[src/rtl/sdram_arbiter.sv]
// rtl/sdram_arbiter.sv - SDRAM port arbiter: strict priority port 0, round-robin others, locked bursts, watchdog
module sdram_arbiter #(
    parameter int NUM_PORTS = 3,
    parameter int TIMEOUT   = 1024
) (
    input  logic                       i_clk,
    input  logic                       i_rst,
    input  logic [NUM_PORTS-1:0]       req_read,
    input  logic [NUM_PORTS-1:0]       req_write,
    input  logic [NUM_PORTS-1:0]       req_lock,
    input  logic [NUM_PORTS-1:0][22:0] req_addr,
    input  logic [NUM_PORTS-1:0][31:0] req_writedata,
    output logic [31:0]                req_readdata,
    output logic [NUM_PORTS-1:0]       req_finished,
    output logic                       mem_read,
    output logic                       mem_write,
    output logic [22:0]                mem_addr,
    output logic [31:0]                mem_writedata,
    input  logic [31:0]                mem_readdata,
    input  logic                       mem_finished,
    output logic [1:0]                 grant_id,
    output logic                       timeout_err
);
    localparam int WDW = $clog2(TIMEOUT);

    typedef enum logic [1:0] {IDLE, BUSY, LOCKED} state_t;

    state_t             state, state_n;
    logic [1:0]         rr_ptr;
    logic [WDW-1:0]     wd_cnt;
    logic [NUM_PORTS-1:0] req_any;
    logic               win_valid, hi_found, lo_found;
    logic [1:0]         win_id, hi_id, lo_id;
    logic               launch, finish, abort;
    logic [1:0]         launch_id;

    assign req_any      = req_read | req_write;
    assign req_readdata = mem_readdata;

    // Round-robin search: ports above rr_ptr first, then wrap back to port 1.
    always_comb begin
        hi_found = 1'b0;
        hi_id    = 2'd0;
        lo_found = 1'b0;
        lo_id    = 2'd0;
        for (int i = 1; i < NUM_PORTS; i++) begin
            if (!hi_found && i > int'(rr_ptr) && req_any[i]) begin
                hi_found = 1'b1;
                hi_id    = 2'(i);
            end
        end
        for (int i = 1; i < NUM_PORTS; i++) begin
            if (!lo_found && i <= int'(rr_ptr) && req_any[i]) begin
                lo_found = 1'b1;
                lo_id    = 2'(i);
            end
        end
        win_valid = req_any[0] | hi_found | lo_found;
        if (req_any[0])
            win_id = 2'd0;
        else if (hi_found)
            win_id = hi_id;
        else
            win_id = lo_id;
    end

    always_ff @(posedge i_clk) begin
        if (i_rst)
            state <= IDLE;
        else
            state <= state_n;
    end

    always_comb begin
        state_n   = state;
        launch    = 1'b0;
        launch_id = grant_id;
        finish    = 1'b0;
        abort     = 1'b0;
        case (state)
            IDLE: begin
                if (win_valid) begin
                    launch    = 1'b1;
                    launch_id = win_id;
                    state_n   = BUSY;
                end
            end
            BUSY: begin
                if (mem_finished) begin
                    finish  = 1'b1;
                    state_n = req_lock[grant_id] ? LOCKED : IDLE;
                end else if (wd_cnt == WDW'(TIMEOUT - 1)) begin
                    abort   = 1'b1;
                    state_n = IDLE;
                end
            end
            LOCKED: begin
                if (req_any[grant_id]) begin
                    launch  = 1'b1;
                    state_n = BUSY;
                end else if (!req_lock[grant_id]) begin
                    state_n = IDLE;
                end
            end
            default: state_n = IDLE;
        endcase
    end

    // Completion is routed only to the owner and only while a transaction is live.
    always_comb begin
        req_finished = '0;
        if (state == BUSY && mem_finished)
            req_finished[grant_id] = 1'b1;
    end

    always_ff @(posedge i_clk) begin
        if (i_rst) begin
            mem_read      <= 1'b0;
            mem_write     <= 1'b0;
            mem_addr      <= '0;
            mem_writedata <= '0;
            grant_id      <= 2'd0;
            rr_ptr        <= 2'(NUM_PORTS - 1);
            wd_cnt        <= '0;
            timeout_err   <= 1'b0;
        end else begin
            timeout_err <= abort;
            if (launch) begin
                mem_read      <= req_read[launch_id];
                mem_write     <= req_write[launch_id] & ~req_read[launch_id];
                mem_addr      <= req_addr[launch_id];
                mem_writedata <= req_writedata[launch_id];
                grant_id      <= launch_id;
                wd_cnt        <= '0;
                if (launch_id != 2'd0)
                    rr_ptr <= launch_id;
            end else if (finish || abort) begin
                mem_read  <= 1'b0;
                mem_write <= 1'b0;
            end else if (state == BUSY) begin
                wd_cnt <= wd_cnt + 1'b1;
            end
        end
    end
endmodule

[config.mk]
export PLATFORM = sky130hd
export DESIGN_NAME = sdram_arbiter
export DESIGN_NICKNAME = d
export VERILOG_FILES = /design/src/rtl/sdram_arbiter.sv
export SDC_FILE = /design/constraint.sdc
export NUM_CORES = 1
export LEC_CHECK = 0
export BUFFER_PORTS_ARGS = -buffer_cell sky130_fd_sc_hd__buf_2
export CAP_MARGIN = 40
export CORE_AREA = 3 3 116 118
export DETAILED_ROUTE_END_ITERATION = 8
export DIE_AREA = 0 0 119 121
export GPL_ROUTABILITY_DRIVEN = 1
export GPL_TIMING_DRIVEN = 0
export PLACE_DENSITY = 0.77
export SYNTH_ARGS = -nofsm -noshare
export SYNTH_HDL_FRONTEND = slang
export SYNTH_SLANG_ARGS = --single-unit
[constraint.sdc]
create_clock -name i_clk -period 3.4 [get_ports i_clk]
set_input_delay 0.34 -clock i_clk [delete_from_list [all_inputs] [get_ports i_clk]]
set_output_delay 0.34 -clock i_clk [all_outputs]
set_load 0.01 [all_outputs]
==> results.json <==
{
  "outcome": "completed",
  "crit_chain": "o21a_1 > a31oi_1 > clkbuf_1 > nand3_1 > a211o_1 > a31oi_1",
  "diodes": 0,
  "ys_warn_count": 0,
  "cts_setup_buffers": 0,
  "critPathKind": "reg -> reg",
  "syn-cell-area_um2": 4548,
  "drt_wl_total_um": 17670,
  "switchingPower_w": 0.0007322,
  "post-synth-top-area-fraction_pct": 32.57,
  "worstPathMaxFanout": 10,
  "clkLatencyLatePin_ns": 0.34,
  "crit_path_start_kind": "flop",
  "worst_slew_pin_slew_ns": 0.8521,
  "setup_tns_ns": 0,
  "cts_buffers": 9,
  "synthAdderAreaFrac_pct": 0.2751,
  "max_stage_delay_ns": 0.64,
  "cts_resized": 0,
  "synth_cell_type_count": 48,
  "setup_viol": 0,
  "async_flop_share_pct": 0,
  "synth-xor-area-share_pct": 1.541,
  "root_buffer": "clkbuf_16",
  "cts_tree": "built",
  "dr.pass1.iters": 5,
  "synth_edf_count": 0,
  "hold_ws_ns": 0.2760,
  "syn_avg_cell_area_um2": 7.869,
  "rows": 41,
  "cts_buffer_depth": 2,
  "antenna_found_initial": 1,
  "dpl.hpwl_um": 13570,
  "drc": 0,
  "cp.required_ns": 3.66,
  "cts_hold_buf": 0,
  "grt_overflow_total": 0,
  "syn_to_final_growth_pct": 40.41,
  "vdd_ir_drop_max_uv": 218.3,
  "min_path_type": "in -> reg",
  "syn_nets": 788,
  "ys_ff_latch": 74,
  "netlist_top_cells_count": "nand3_1 (89), o21ai_0 (85), dfxtp_1 (74), a21oi_1 (58), buf_4 (36)",
  "ios": 304,
  "htreeDepth": 3,
  "path_buf_inv": 1,
  "clkSinkCount": 74,
  "grt_pass1_vias": 5190,
  "cp.arrival_ns": 2.70,
  "skew_ns": 0.006424,
  "period_minus_slack_ns": 2.436,
  "clkPwrFrac_pct": 35.0,
  "cp-end-kind": "flop",
  "finalHoldViolations": 0,
  "coreArea_um2": 12570,
  "synth_area_leaders": "dfxtp_1 (33%), nand3_1 (9.8%), o21ai_0 (9.4%)",
  "yosysTopAreaCell": "dfxtp_1",
  "grt_max_degree": 11,
  "grt_usage_pct": 23.41,
  "drv_slew": 0,
  "leakage_nw": 3.141,
  "synthSimpleGateAreaFrac_pct": 17.06,
  "synth-compound-area-share_pct": 36.75,
  "max_cap_violations": 0,
  "grt_pass1_wl_um": 26900,
  "slew_headroom_pct": 42.93,
  "clk_pin_slew_worst_paths_ns": 0.06,
  "io_buffer_count": 271,
  "antenna_left": 0,
  "via_per_inst": 5.452,
  "seqPwrFrac_pct": 39.1,
  "critPathTopFamily": "compound AO/OA/AOI/OAI gates",
  "power.density_nw_per_um2": 394.3,
  "internal_power_w": 0.001786,
  "chipHeight_um": 121,
  "die_w_um": 119,
  "dieArea_um2": 14400,
  "synthMostInstantiatedCell": "nand3_1",
  "start_util_pct": 36.19,
  "drtIter0Drc": 345,
  "critPathSlowestCell": "a31oi_1",
  "min_period_over_period_pct": 71.64,
  "fin_nets": 1070,
  "drive_gt1_share_pct": 41.23,
  "rsz0062_at_grt": "false",
  "ys.flop_type": "dfxtp_1",
  "cp_common_cell": "a31oi_1",
  "fmax_ghz": 0.4106,
  "vias": 5632,
  "synthMuxAreaShare_pct": 0.4402,
  "synth_top_family_by_area": "compound AO/OA/AOI/OAI gates",
  "syn_inst": 578,
  "p_sw_share_pct": 29.07,
  "yosysSeqAreaShare_pct": 32.57,
  "routabilityCongestion": 0.8734,
  "nFillCells": 1264,
  "wl_per_cell_um": 17.10,
  "p_comb_share_pct": 25.9
}
## layout by cell type (no fill, tap or decap), types with 4 or more instances in the layout
master / n
a211o_1: 11
a21o_1: 32
a21oi_1: 58
a31oi_1: 14
a32o_1: 17
and3_1: 6
buf_2: 285
buf_4: 36
buf_6: 4
clkbuf_1: 33
clkbuf_16: 9
dfxtp_1: 74
nand2_1: 15
nand3_1: 89
nor2_1: 20
nor3_1: 6
o21a_1: 18
o21ai_0: 85
xor2_1: 6
## final cells by class
class | instances | area (um2) | share of cell area, %
multi-input combinational | 415 | 2550 | 39.93
sequential | 74 | 1481 | 23.20
buffer | 87 | 509.2 | 7.974
inverter | 2 | 7.507 | 0.1176
tap | 172 | 215.2 | 3.370
clock buffer | 12 | 266.5 | 4.173
timing repair buffer | 271 | 1356 | 21.24
## worst min-delay path: stages
cell and delay (ns):
buf_2 0.10, nand3_1 0.05, a31oi_1 0.07
## state kept, by name, summed over array words and instances (netlist names)
signal / flops
mem_read: 1
mem_addr: 23
state: 2
rr_ptr: 2
timeout_err: 1
mem_writedata: 32
grant_id: 2
mem_write: 1
wd_cnt: 10
## power by group through the flow
stage          sequential (W)  combinational (W)  clock (W)
2_1_floorplan         0.00103           0.000328          0
3_3_place_gp         0.000999           0.000648          0
3_5_place_dp          0.00100           0.000652          0
4_1_cts              0.000984           0.000654   0.000906
5_1_grt              0.000993           0.000716   0.000933
6_report             0.000985           0.000651   0.000882
## routing by layer
layer | vias up | global-route usage, % | share of wire, %
met1 | 2633 | 29.90 | 41
met4 | 2 | 8.038 | 1.8
li1 | 2668 | - | -
met2 | 303 | 38.78 | 48
met5 | - | 0 | 0.074
met3 | 26 | 5.548 | 8.7
## logic make-up (layout without fill, tap and decap cells)
group	Yosys count	after routing
AOI/OAI and AO/OA	254	254
xor gates and xnor gates	8	8
adders and majority gates	1	1
buffers and inverters	89	372
DFF	74	74
muxes	2	2
and+or+nand+nor	150	150
## final timing paths
kind / depth (start not counted) / slack [ns] / to / start
setup / recovery: 6 / 0.96 / mem_writedata[17] / state[0]
hold / removal: 3 / 0.28 / mem_writedata[11] / req_writedata[43]
setup reg to reg: 6 / 0.96 / mem_writedata[17] / state[0]
hold reg to reg: 1 / 0.47 / wd_cnt[6] / wd_cnt[6]
## through the flow
stage	utilization, %	std cells	power [W]	worst slack [ns]	cell area, um2
global route	50.81	1033	0.002641	0.9172	6386
global placement	48.69	1021	0.001647	0.9812	6120
floorplan	-	578	0.001360	1.529	4548
finish	50.81	1033	0.002518	0.9643	6386
detailed placement	48.69	1021	0.001652	0.9786	6120
CTS	50.81	1033	0.002544	1.068	6386
Power figures use the tool's default switching activity.
